**src/rtl/rt8_pkg.sv**
```systemverilog
// Shared constants and a reference model for the rt8 final adder stage.
package rt8_pkg;

  localparam int unsigned W_DEF  = 16;
  localparam int unsigned CW_DEF = 16;
  localparam int unsigned HALF   = W_DEF / 2;

  // Exact value the final adder must produce for one row set.
  function automatic logic [W_DEF+1:0] rt8_final_ref(
    input logic [W_DEF-1:0] sum,
    input logic [W_DEF-1:0] carry,
    input logic [W_DEF-1:0] err,
    input logic             comp
  );
    logic [W_DEF+1:0] r;
    r = {2'b00, sum} + {1'b0, carry, 1'b0};
    if (comp) r = r + {2'b00, err};
    return r;
  endfunction

endpackage

```
**src/rtl/rt8_final_adder_if.sv**
```systemverilog
// Input row-set handshake and result handshake of the rt8 final adder.
interface rt8_final_adder_if #(
  parameter int unsigned W = 16
) ();
  logic         in_valid;
  logic         in_ready;
  logic [W-1:0] sum_row;
  logic [W-1:0] carry_row;
  logic [W-1:0] err_vec;
  logic         comp_en;
  logic         out_valid;
  logic         out_ready;
  logic [W+1:0] result;
  logic         out_err;

  modport master (
    output in_valid, sum_row, carry_row, err_vec, comp_en, out_ready,
    input  in_ready, out_valid, result, out_err
  );

  modport slave (
    input  in_valid, sum_row, carry_row, err_vec, comp_en, out_ready,
    output in_ready, out_valid, result, out_err
  );
endinterface

```
**src/rtl/rt8_csa_row.sv**
```systemverilog
// Row-wide 3:2 carry-save compressor: a + b + c == s + 2*cy.
module rt8_csa_row #(
  parameter int unsigned N = 17
) (
  input  logic [N-1:0] a_i,
  input  logic [N-1:0] b_i,
  input  logic [N-1:0] c_i,
  output logic [N-1:0] s_o,
  output logic [N-1:0] c_o
);
  // Per-column full adder.
  always_comb begin
    s_o = a_i ^ b_i ^ c_i;
    c_o = (a_i & b_i) | (a_i & c_i) | (b_i & c_i);
  end
endmodule

```
**src/rtl/rt8_final_adder.sv**
```systemverilog
// Two-stage carry-propagate final adder for the rt8 compressor tree with
// optional apx-error compensation and a saturating error-event counter.
module rt8_final_adder
  import rt8_pkg::*;
#(
  parameter int unsigned W  = W_DEF,
  parameter int unsigned CW = CW_DEF
) (
  input  logic                 clk,
  input  logic                 rst_n,
  rt8_final_adder_if.slave     bus,
  input  logic                 clr_cnt,
  output logic [CW-1:0]        err_cnt
);
  localparam int unsigned H  = W / 2;
  localparam int unsigned HI = W + 2 - H;

  logic          s1_valid_q, s1_valid_d;
  logic [H-1:0]  s1_lo_q, s1_lo_d;
  logic          s1_c_q, s1_c_d;
  logic [HI-1:0] s1_hx_q, s1_hx_d, s1_hy_q, s1_hy_d;
  logic          s1_err_q, s1_err_d;
  logic          out_valid_q, out_valid_d;
  logic [W+1:0]  result_q, result_d;
  logic          out_err_q, out_err_d;
  logic [CW-1:0] cnt_q, cnt_d;

  logic          s2_ready, in_ready, accept, qualify;
  logic [W:0]    csa_b, csa_c, csa_s, csa_cy;
  logic [W+1:0]  vx, vy;
  logic [H:0]    lo_sum;
  logic [HI-1:0] hi_sum;

  assign s2_ready = !out_valid_q || bus.out_ready;
  assign in_ready = !s1_valid_q || s2_ready;
  assign accept   = bus.in_valid && in_ready;
  assign qualify  = accept && (|bus.err_vec);

  assign csa_b = {bus.carry_row, 1'b0};
  assign csa_c = bus.comp_en ? {1'b0, bus.err_vec} : '0;

  rt8_csa_row #(.N(W + 1)) u_csa (
    .a_i ({1'b0, bus.sum_row}),
    .b_i (csa_b),
    .c_i (csa_c),
    .s_o (csa_s),
    .c_o (csa_cy)
  );

  assign vx     = {1'b0, csa_s};
  assign vy     = {csa_cy, 1'b0};
  assign lo_sum = {1'b0, vx[H-1:0]} + {1'b0, vy[H-1:0]};
  assign hi_sum = s1_hx_q + s1_hy_q + {{(HI-1){1'b0}}, s1_c_q};

  // Next-state for both pipeline stages and the error counter.
  always_comb begin
    s1_valid_d  = s1_valid_q;
    s1_lo_d     = s1_lo_q;
    s1_c_d      = s1_c_q;
    s1_hx_d     = s1_hx_q;
    s1_hy_d     = s1_hy_q;
    s1_err_d    = s1_err_q;
    out_valid_d = out_valid_q;
    result_d    = result_q;
    out_err_d   = out_err_q;
    cnt_d       = cnt_q;

    if (in_ready) s1_valid_d = bus.in_valid;
    if (accept) begin
      s1_lo_d  = lo_sum[H-1:0];
      s1_c_d   = lo_sum[H];
      s1_hx_d  = vx[W+1:H];
      s1_hy_d  = vy[W+1:H];
      s1_err_d = |bus.err_vec;
    end

    // Result holds across bubbles and stalls; only a real item overwrites it.
    if (s2_ready) out_valid_d = s1_valid_q;
    if (s1_valid_q && s2_ready) begin
      result_d  = {hi_sum, s1_lo_q};
      out_err_d = s1_err_q;
    end

    if (clr_cnt)
      cnt_d = qualify ? {{(CW-1){1'b0}}, 1'b1} : '0;
    else if (qualify && (cnt_q != '1))
      cnt_d = cnt_q + 1'b1;
  end

  // Pipeline and counter registers, cleared asynchronously.
  always_ff @(posedge clk or negedge rst_n) begin
    if (!rst_n) begin
      s1_valid_q  <= 1'b0;
      s1_lo_q     <= '0;
      s1_c_q      <= 1'b0;
      s1_hx_q     <= '0;
      s1_hy_q     <= '0;
      s1_err_q    <= 1'b0;
      out_valid_q <= 1'b0;
      result_q    <= '0;
      out_err_q   <= 1'b0;
      cnt_q       <= '0;
    end else begin
      s1_valid_q  <= s1_valid_d;
      s1_lo_q     <= s1_lo_d;
      s1_c_q      <= s1_c_d;
      s1_hx_q     <= s1_hx_d;
      s1_hy_q     <= s1_hy_d;
      s1_err_q    <= s1_err_d;
      out_valid_q <= out_valid_d;
      result_q    <= result_d;
      out_err_q   <= out_err_d;
      cnt_q       <= cnt_d;
    end
  end

  generate
    if (W == W_DEF) begin : g_ref_chk
      // Compressed vectors must sum to the exact reference value on every accept.
      always_ff @(posedge clk) begin
        if (rst_n && accept)
          assert (vx + vy == rt8_final_ref(bus.sum_row, bus.carry_row, bus.err_vec, bus.comp_en));
      end
    end
  endgenerate

  assign bus.in_ready  = in_ready;
  assign bus.out_valid = out_valid_q;
  assign bus.result    = result_q;
  assign bus.out_err   = out_err_q;
  assign err_cnt       = cnt_q;
endmodule

```
**src/flat_wrapper.sv**
```systemverilog
// flat-port wrapper written by rule: the top's interface ports become plain ports
module rt8_final_adder_flat import rt8_pkg::*;
#(
  parameter int unsigned W  = W_DEF,
  parameter int unsigned CW = CW_DEF
)
  (clk, rst_n, clr_cnt, err_cnt, bus_in_valid, bus_sum_row, bus_carry_row, bus_err_vec, bus_comp_en, bus_out_ready, bus_in_ready, bus_out_valid, bus_result, bus_out_err);
  rt8_final_adder_if #(.W(W)) bus_i ();
  input  logic clk;
  input  logic rst_n;
  input  logic clr_cnt;
  output logic [CW-1:0] err_cnt;
  input wire logic [$bits(bus_i.in_valid)-1:0] bus_in_valid;
  input wire logic [$bits(bus_i.sum_row)-1:0] bus_sum_row;
  input wire logic [$bits(bus_i.carry_row)-1:0] bus_carry_row;
  input wire logic [$bits(bus_i.err_vec)-1:0] bus_err_vec;
  input wire logic [$bits(bus_i.comp_en)-1:0] bus_comp_en;
  input wire logic [$bits(bus_i.out_ready)-1:0] bus_out_ready;
  output wire logic [$bits(bus_i.in_ready)-1:0] bus_in_ready;
  output wire logic [$bits(bus_i.out_valid)-1:0] bus_out_valid;
  output wire logic [$bits(bus_i.result)-1:0] bus_result;
  output wire logic [$bits(bus_i.out_err)-1:0] bus_out_err;
  assign bus_i.in_valid = bus_in_valid;
  assign bus_i.sum_row = bus_sum_row;
  assign bus_i.carry_row = bus_carry_row;
  assign bus_i.err_vec = bus_err_vec;
  assign bus_i.comp_en = bus_comp_en;
  assign bus_i.out_ready = bus_out_ready;
  assign bus_in_ready = bus_i.in_ready;
  assign bus_out_valid = bus_i.out_valid;
  assign bus_result = bus_i.result;
  assign bus_out_err = bus_i.out_err;
  rt8_final_adder #(.W(W), .CW(CW)) u_core (.clk(clk), .rst_n(rst_n), .bus(bus_i), .clr_cnt(clr_cnt), .err_cnt(err_cnt));
endmodule
```
**config.mk**
```make
export PLATFORM = sky130hd
export DESIGN_NAME = rt8_final_adder_flat
export DESIGN_NICKNAME = d
export VERILOG_FILES = /design/src/rtl/rt8_pkg.sv /design/src/rtl/rt8_final_adder_if.sv /design/src/rtl/rt8_csa_row.sv /design/src/rtl/rt8_final_adder.sv /design/src/flat_wrapper.sv
export SDC_FILE = /design/constraint.sdc
export NUM_CORES = 1
export LEC_CHECK = 0
export ABC_AREA = 1
export CAP_MARGIN = 0
export CELL_PAD_IN_SITES_DETAIL_PLACEMENT = 0
export CELL_PAD_IN_SITES_GLOBAL_PLACEMENT = 1
export CORE_MARGIN = 4
export CORE_UTILIZATION = 35
export CTS_BUF_LIST = sky130_fd_sc_hd__clkbuf_2
export CTS_CLUSTER_SIZE = 30
export DETAILED_ROUTE_END_ITERATION = 6
export GPL_TIMING_DRIVEN = 0
export PLACE_DENSITY_LB_ADDON = 0.1
export SLEW_MARGIN = 10
export SYNTH_ARGS = -nofsm -noshare
export SYNTH_HDL_FRONTEND = slang
export SYNTH_SLANG_ARGS = --single-unit
```
**constraint.sdc**
```tcl
create_clock -name clk -period 1.99 [get_ports clk]
set_input_delay 0.398 -clock clk [delete_from_list [all_inputs] [get_ports clk]]
set_output_delay 0.398 -clock clk [all_outputs]
set_load 0.005 [all_outputs]
```
## Word-level counts from Yosys, hierarchy flattened

Cells that the tools add are included.

- Register bits: 66
- Input bits: 54
- Output and inout port bits: 37
- Logic and storage cells: 36

- $add $sub $neg: 4
- Eq/ne operators: 1
- Multiplexer cells: 4
- Bitwise logic cells: 7
- Reduce and logical (&&, ||, !) cells: 10

Operator list:

| kind | count |
|---|---|
| $mux 16 | 3 |
| $and 16x17->17 | 2 |
| $or 17x17->17 | 2 |
| $and 17x17->17 | 1 |
| $xor 16x17->17 | 1 |
| $xor 17x17->17 | 1 |
| $add 16x1->16 const B | 1 |
| $ne 16x16->1 const B | 1 |
| $reduce_or 16->1 | 1 |
| $add 10x1->10 | 1 |
| $add 9x10->10 | 1 |
| $add 8x8->9 | 1 |
| $logic_and 1x1->1 | 4 |
| $logic_not 1->1 | 2 |
| $logic_or 1x1->1 | 2 |
| $reduce_bool 2->1 | 1 |
| $mux 1 | 1 |

## Logic depth before layout (Yosys ltp)

Gate-level depths: netlist (run 1).

- Depth after elaboration: 8
- Depth in mapped cells: 14
- Mapped depth without buffers: 12

## Hierarchy

Synthesis (run 1) repeated with hierarchy kept, for this count alone.

- Cells, all modules: 548
- Area, all modules: 4210.3 µm²

By module, submodules not included:

| module | times used | cells an instance | area an instance (µm²) | sequential area each (µm²) |
|---|---|---|---|---|
| rt8_final_adder | 1 | 531 | 3870.0 | 1651.6 |
| rt8_csa_row | 1 | 17 | 340.3 | 0.0 |

## Worst setup path after synthesis (run 1)

OpenSTA, ideal clock, no wires.

- Path kind: in2reg
- Start point: in bus_comp_en
- End point: reg u_core.s1_lo_q[7]
- Setup time: 117 ps
- Arrival time: 2486 ps
- Data required time: 1873 ps
- Path slack: -613 ps
- Cell stages on the path: 13
- Buffers on the path: 2
- Cells stage by stage: clkbuf_1 -> clkbuf_1 -> nand2_1 -> fa_1 -> inv_1 -> ha_1 -> fa_1 -> nand3_1 -> nand2_1 -> nand3_1 -> nand3_1 -> nand3_1 -> nand2_1

- Longest elaborated chain between the ends: 5
- Elaborated cells between the ends (all ways): 7
- Classes of those cells: add/sub: 1; mux: 1; bitwise: 5

RTL lines:

| element | line | RTL |
|---|---|---|
| start: declaration | flat_wrapper.sv:17 | `input wire logic [$bits(bus_i.comp_en)-1:0] bus_comp_en;` |
| $mux 16 (*) | rt8_final_adder.sv:40 | `assign csa_c = bus.comp_en ? {1'b0, bus.err_vec} : '0;` |
| $and 16x17->17 | rt8_csa_row.sv:14 | `c_o = (a_i & b_i) \| (a_i & c_i) \| (b_i & c_i);` |
| $or 17x17->17 (2 in series) | rt8_csa_row.sv:14 |  |
| $add 8x8->9 (*) | rt8_final_adder.sv:52 | `assign lo_sum = {1'b0, vx[H-1:0]} + {1'b0, vy[H-1:0]};` |
| end signal: assignment | rt8_final_adder.sv:105 | `s1_lo_q <= s1_lo_d;` |
| end: declaration | rt8_final_adder.sv:19 | `logic [H-1:0] s1_lo_q, s1_lo_d;` |

Every way passes the cells marked *; elsewhere a longest branch is shown, timed or not.
A chain may end at the register's enable or synchronous reset.

## Worst setup path after layout (run 1)

- Start point: reg u_core.cnt_q[9] (netlist: u_core.err_cnt[9])
- End point: out err_cnt[9]

RTL lines:

| element | line | RTL |
|---|---|---|
| start: declaration | rt8_final_adder.sv:26 | `logic [CW-1:0] cnt_q, cnt_d;` |
| start signal: assignment | rt8_final_adder.sv:113 | `cnt_q <= cnt_d;` |
| end: declaration | flat_wrapper.sv:12 | `output logic [CW-1:0] err_cnt;` |

No word-level cell between the ends.

==> results of run 1 <==
==> metrics by stage <==
| step | setup TNS [ns] | std cells | setup WS [ns] |
|---|---|---|---|
| after floorplan | -0.748 | 555 | -0.227 |
| after global placement | -118.23 | 787 | -1.78 |
| after detailed placement | -3.21 | 788 | -0.597 |
| after CTS | 0 | 805 | 0.0000384 |
| after global routing | 0 | 814 | 0.000562 |
| final | 0 | 815 | 0.103 |
==> power breakdown <==
part           switching (uW)  leakage, uW  internal [uW]
Sequential                194     0.000804           1620
Combinational             778      0.00198            827
Clock                     470    0.0000552            160
Total                    1440      0.00284           2600
==> flip-flops by register name, summed over array words and instances, names as in the netlist, 8 cells and up <==
signal,cells
u_core.err_cnt,16
u_core.s1_lo_q,8
u_core.s1_hx_q,9
u_core.bus.result,18
u_core.s1_hy_q,9
==> path summary, 6_finish.rpt <==
path / endpoint / from / cells past startpoint
min: u_core.err_cnt[12] / rst_n / 2
min in group clk: u_core.s1_lo_q[0] / bus_comp_en / 6
max: err_cnt[9] / u_core.err_cnt[9] / 1
min reg2reg: u_core.bus.result[5] / u_core.s1_lo_q[5] / 2
max reg2reg: u_core.bus.result[14] / u_core.s1_hx_q[0] / 9
max in group asynchronous: u_core.err_cnt[2] / rst_n / 3
==> cell type report <==
| cell class | count | area [um2] |
|---|---|---|
| Fill cell | 1185 | 5980 |
| Multi-Input combinational cell | 406 | 2270 |
| Sequential cell | 65 | 1640 |
| Timing Repair Buffer | 101 | 1010 |
| Inverter | 69 | 259 |
| Tap cell | 143 | 179 |
| Buffer | 15 | 97.6 |
| Clock buffer | 11 | 55.1 |
| Clock inverter | 4 | 21.3 |
| Antenna cell | 1 | 2.50 |
==> layout by cell type, fill, tap and decap left out, types with 2 or more instances in the layout <==
master	netlist	final
fa_1	18	17
a21oi_1	11	8
clkbuf_1	8	6
dfrtp_2	0	11
buf_2	5	5
dfrtp_1	65	54
xnor2_1	6	6
clkinv_2	0	2
inv_2	4	6
dlymetal6s2s_1	0	3
o21ai_0	12	10
o21ai_1	3	5
ha_4	0	4
buf_4	1	12
clkdlybuf4s50_1	0	83
inv_1	65	63
nand2_2	5	7
clkbuf_2	0	11
ha_1	17	13
clkbuf_8	0	2
nor3_1	2	2
xor2_1	4	4
nand3_2	2	4
o21bai_1	2	2
a21oi_2	0	3
dlygate4sd2_1	0	2
nor2_2	4	4
nand4_1	4	4
nand3_1	47	45
nor2_1	44	44
nand2_1	220	218
==> logic make-up after synthesis <==
group | count (synthesis) | synth area share (%)
simple gates | 333 | 33.4
flops | 65 | 39.1
xor+xnor | 10 | 2.11
fa+ha+maj | 35 | 13.8
compound gates | 28 | 3.49
buf+inv | 84 | 8.10
==> layer usage <==
metal / wire length [um] / vias up / part of all wire [%]
li1: - / 1933 / -
met1: 4870 / 1663 / 47
met2: 4760 / 95 / 46
met3: 590 / 11 / 5.7
met4: 119 / 0 / 1.2
met5: 0 / - / 0
==> timing repair <==
action                     in CTS  in global routing
gates resized for setup         8                 14
gates cloned                    0                  0
hold buffers                    1                  0
setup endpoints to repair       9                 14
buffers inserted                1                  9
pin swaps                       1                  6
hold endpoints to repair       38                  0
==> Yosys cell counts, types with 2 or more instances <==
cell type,count
nand2_2,5
fa_1,18
buf_2,5
o21ai_0,12
o21ai_1,3
a21oi_1,11
nor2_1,44
nor2_2,4
ha_1,17
xor2_1,4
nand3_2,2
nand2_1,220
o21bai_1,2
inv_2,4
xnor2_1,6
nand3_1,47
nor3_1,2
nand4_1,4
clkbuf_1,8
inv_1,65
dfrtp_1,65
==> metrics, run 1 <==
initial core utilization=between 30% and 40%; first-pass GRT wire length=between 15000 and 20000 um; dpl cell area=5320 um2; Clock Sinks=65; asr flop ratio synth=between 90% and 100%; mean post-synth cell area=7.49 um2; CP Cell Sequence=clkdlybuf4s50_1; clk root buf=clkbuf_2; Worst setup EP type=output port; Mapped Area=a little over 4000 um2; Via Count=3702; Post-Layout Inst Area=~5500 um2; maximum fanout along the worst path=7; Synth cell types=28; num rows=39; CTS tree=built; Hold WC Path Type=in -> async; Die ar.=between 10000 and 15000 um2; status=finished, final reports clean; top_reg_cell synth=dfrtp_1; fin util=about half; leading area contributor after synthesis=dfrtp_1; Num CTS Buffers=9; Crit path buffers/inverters=1; Final Max Slew Viols=0; Crit path max-delay family=buffers and inverters; final setup vio count=0; min Tclk post-route=between 1.5 and 2 ns; Synth Instances=between 500 and 600; DR DRC count=0; Setup Skew=~0.013 ns; worst path required time=around 1.6 ns; arrival time at the worst endpoint=around 1.5 ns; WHS=0.238 ns; Crit-path slowest cell=clkdlybuf4s50_1; first drt pass iteration count=6; Max-Cap Viols=0; M2 GR Usage=a little over a quarter; Final ANT Viol Nets=0; top cells by area, synth=dfrtp_1, nand2_1, fa_1; vias in the first global route=~3.8k; syn_nets=approximately 640; sequential area share after synthesis=approximately 39%; Power Total=between 4000 and 5000 uW; I/O Buffers=89; DR vias/cell=about 4.5; GRT Total Usage=16.4%; Layout Nets=~760; initial antenna violation count=0; GRT overflow=0; WL/cell=~13 um; Synth top area share=39.1%; R2R Setup Slk=0.14 ns; drt first-iter violations=between 150 and 200; gpl congestion=0.822; met3 usage=under 10%; layout cell share with drive strength beyond 1=between 10 and 15%; P_leak=around 0.0028 uW; GRT Max-Usage Layer=met2; Worst Tran Pin Value=between 0.5 and 0.6 ns; largest net degree at the start of global routing=54; routed wire length=a little over 10000 um; die width=~120 um; max_slew headroom=a little under two thirds; clk slew on worst S/H paths=between 0.15 and 0.2 ns; Fin. Hold Viols=0; Worst Path Class, Setup=reg -> out; crit-path max cell delay=approximately 0.52 ns; EDFF count, synth=0; io pins=91; Core Area=between 10000 and 15000 um2; met1 GRT Util=21.6%; crit path launch type=flop; unrepaired setup endpoints after global routing=false; Power Dens Cells=731 nW/um2; Die Y=117 um; flops & latches, synth=65; H-tree levels=3; Fmax achieved=about 0.53 GHz; HPWL after DPL=between 8000 and 9000 um; Peak VDD IR=between 0.0002 and 0.0003 V; YS warnings=0; clock latency on the worst-skew pair=approximately 0.52 ns; final worst-path cycle share=around 95%; Layout Area Growth over Synthesis=33.1%; maximum root-to-sink buffer count=2
Note: power is estimated with default switching activity, not from simulation.
==> run 2: changes to the inputs <==
--- a/config.mk
+++ b/config.mk
@@ -11,7 +11,7 @@
 export CELL_PAD_IN_SITES_GLOBAL_PLACEMENT = 1
 export CORE_MARGIN = 4
 export CORE_UTILIZATION = 35
-export CTS_BUF_LIST = sky130_fd_sc_hd__clkbuf_2
+export CTS_BUF_LIST = sky130_fd_sc_hd__clkbuf_4 sky130_fd_sc_hd__clkbuf_8
 export CTS_CLUSTER_SIZE = 30
 export DETAILED_ROUTE_END_ITERATION = 6
 export GPL_TIMING_DRIVEN = 0
==> run 2 against run 1 <==
Highest routed layer unchanged. Wire length is 1.0% higher. Sequential power hardly changed. Worst setup slack lost 0.050 ns. Flip-flop and latch count is the same. Largest cell class unchanged. Maximum frequency shrank 2.6%. Final cell count decreased by 0.86%.
==> metrics, run 2 (synthesized netlist as in run 1, its figures left out) <==
final worst-path cycle share=97.3% (+2.5 points); Num CTS Buffers=9 (unchanged); Routed met2 length=4870 um (+2.4%); R2R Setup Slk=0.16 ns (+0.02 ns); Worst Tran Pin Value=0.551 ns (+0.00469 ns); final setup vio count=0 (unchanged); Via Count=3696 (-0.16%); clk root buf=clkbuf_8; CP most frequent cell=nand2_1; Core Area=11500 um2 (unchanged); # diodes=0 (-1); Crit. path cell count=11 (+10); final setup margin=0.0531 ns (-0.0500 ns); io pins=91 (unchanged); Peak VDD IR=0.000299 V (+18%); Top Layer Used=met4; Placed Cells=788 (unchanged); GRT Total Usage=16.5% (+0.076 points); I/O Buffers=89 (unchanged); commonest non-fill, non-tap cell in the layout=nand2_1; Layout Nets=750 (-0.79%); Worst setup EP type=flop; Post-Layout Inst Area=5630 um2 (+1.8%); P_leak=0.00291 uW (+2.6%); Crit-path slowest cell=fa_1; CP Cell Sequence=clkdlybuf4s50_1, inv_1, fa_1, inv_2, ha_4, a21oi_4, nor3_2, nor2_1, nand3_1, nand2_1, nand2_1; clk slew on worst S/H paths=0.07 ns (-0.11 ns); H-tree levels=3 (unchanged); layout cell share with drive strength beyond 1=12.2% (+0.56 points); Fin. Hold Viols=0 (unchanged); routed wire length=10400 um (+1.0%); min Tclk post-route=1.94 ns (+0.0500 ns); worst path required time=2.23 ns (+0.64 ns); Power Dens Cells=796 nW/um2 (+8.8%); DR WL met3=608 um (+3.1%); Max-Cap Viols=0 (unchanged); num rows=39 (unchanged); crit path launch type=input pin; Layout Cells excl Fill=808 (-0.86%); Hold WC Path Type=in -> async; initial antenna violation count=0 (unchanged); WL/cell=12.9 um (+1.9%); most frequent cells in the layout=nand2_1, clkdlybuf4s50_1, dfrtp_1, inv_1; DR vias/cell=4.57 (+0.70%); Die Y=117 um (unchanged); largest net degree at the start of global routing=54 (unchanged); Final ANT Viol Nets=0 (unchanged); Critical Path Source=bus_carry_row[4]; max_slew headroom=63.3% (-0.31 points); Setup WS pre-CTS=-0.597 ns (unchanged); Crit path max-delay family=adder cells; die width=117 um (unchanged); DR DRC count=0 (unchanged); clock latency on the worst-skew pair=0.34 ns (-0.18 ns); HPWL after DPL=8240 um (unchanged); dpl cell area=5320 um2 (unchanged); maximum root-to-sink buffer count=2 (unchanged); drt first-iter violations=213 (+8.1%); Fmax achieved=0.516 GHz (-2.6%); initial core utilization=36.1% (unchanged); Crit path buffers/inverters=3 (+2); status=finished, final reports clean; max FFs per register=18 (unchanged); arrival time at the worst endpoint=2.18 ns (+0.69 ns); Clock Sinks=65 (unchanged); Layout Area Growth over Synthesis=35.6%; WHS=0.443 ns (+0.205 ns); gpl congestion=0.822 (unchanged); crit-path max cell delay=0.49 ns (-0.03 ns); Filler Cell Count=1171 (-1.2%); first drt pass iteration count=4 (-2); maximum fanout along the worst path=4 (-3); Final Max Slew Viols=0 (unchanged); GRT overflow=0 (unchanged); Die ar.=13700 um2 (unchanged); first-pass GRT wire length=17700 um (+0.71%); crit path to=u_core.s1_c_q; vias in the first global route=3774 (+0.40%); setup TNS=0 ns (unchanged); Worst R2R Path Depth=9 (unchanged); Setup Skew=0.00424 ns (-0.00898 ns); capturing point of the worst reg2reg path=u_core.bus.result[14]; CTS tree=built; worst r2r src=u_core.s1_hx_q[0]; WL met1=4830 um (-0.88%); unrepaired setup endpoints after global routing=true; Worst Path Class, Setup=in -> reg
run 2: cell types whose count changed in the layout (fill, tap and decap cells not counted), moves of 8 or more:
cell / before / now
dfrtp_2: 11 / 0
inv_2: 6 / 16
clkdlybuf4s50_1: 83 / 72
dfrtp_1: 54 / 65
clkbuf_2: 11 / 1
inv_1: 63 / 53
clkbuf_8: 2 / 10
run 2: layout make-up:
type,count,area (um2),share of cell area [%]
clock inverters,3,17.5,0.311
well taps,143,179,3.18
plain buffers,14,90.1,1.60
multi-input cells,406,2340,41.5
clock buffers,12,153,2.71
repair buffers,96,971,17.2
flip-flops and latches,65,1630,28.9
inverters,69,259,4.60
run 2: where the power goes:
group / switching, uW / internal [uW] / leakage [uW] / total, uW
registers: 198 / 1620 / 0.000823 / 1820
logic: 804 / 862 / 0.00200 / 1670
clock network: 495 / 503 / 0.0000891 / 998
total: 1500 / 2990 / 0.00291 / 4480
run 2: worst min-delay path by stage:
stage                            endpoint              start
CTS                     u_core.err_cnt[9]              rst_n
global placement     u_core.bus.result[1]  u_core.s1_lo_q[1]
global route           u_core.err_cnt[12]              rst_n
detailed placement  u_core.bus.result[14]              rst_n
finish              u_core.bus.result[13]              rst_n
floorplan              u_core.bus.out_err              rst_n
run 2: repair_timing:
action                                  4_1_cts  5_1_grt
endpoints found under the setup margin        6        5
hold endpoints to repair                     12        0
pin swaps                                    14       21
setup buffers                                 2        3
gates resized for setup                      22       26
hold buffers                                  1        0
run 2: per-layer routing:
metal / global-route usage [%] / vias to the layer above
met5: 0 / -
met4: 6.04 / 0
met3: 3.80 / 12
met2: 26.5 / 87
met1: 21.7 / 1678
li1: - / 1919
run 2: through the flow:
stage / power (uW) / utilization [%]
2_1_floorplan: 2670 / -
3_3_place_gp: 3430 / 46.0
3_5_place_dp: 3450 / 46.2
4_1_cts: 4520 / 48.2
5_1_grt: 4850 / 48.9
6_report: 4480 / 48.9
==> run 3: changes to the inputs <==
--- a/config.mk
+++ b/config.mk
@@ -15,6 +15,7 @@
 export CTS_CLUSTER_SIZE = 30
 export DETAILED_ROUTE_END_ITERATION = 6
 export GPL_TIMING_DRIVEN = 0
+export HOLD_SLACK_MARGIN = 0.06
 export PLACE_DENSITY_LB_ADDON = 0.1
 export SLEW_MARGIN = 10
 export SYNTH_ARGS = -nofsm -noshare
==> results of run 3 <==
Same layout as run 2: the final DEF is identical, and so are final timing and power.
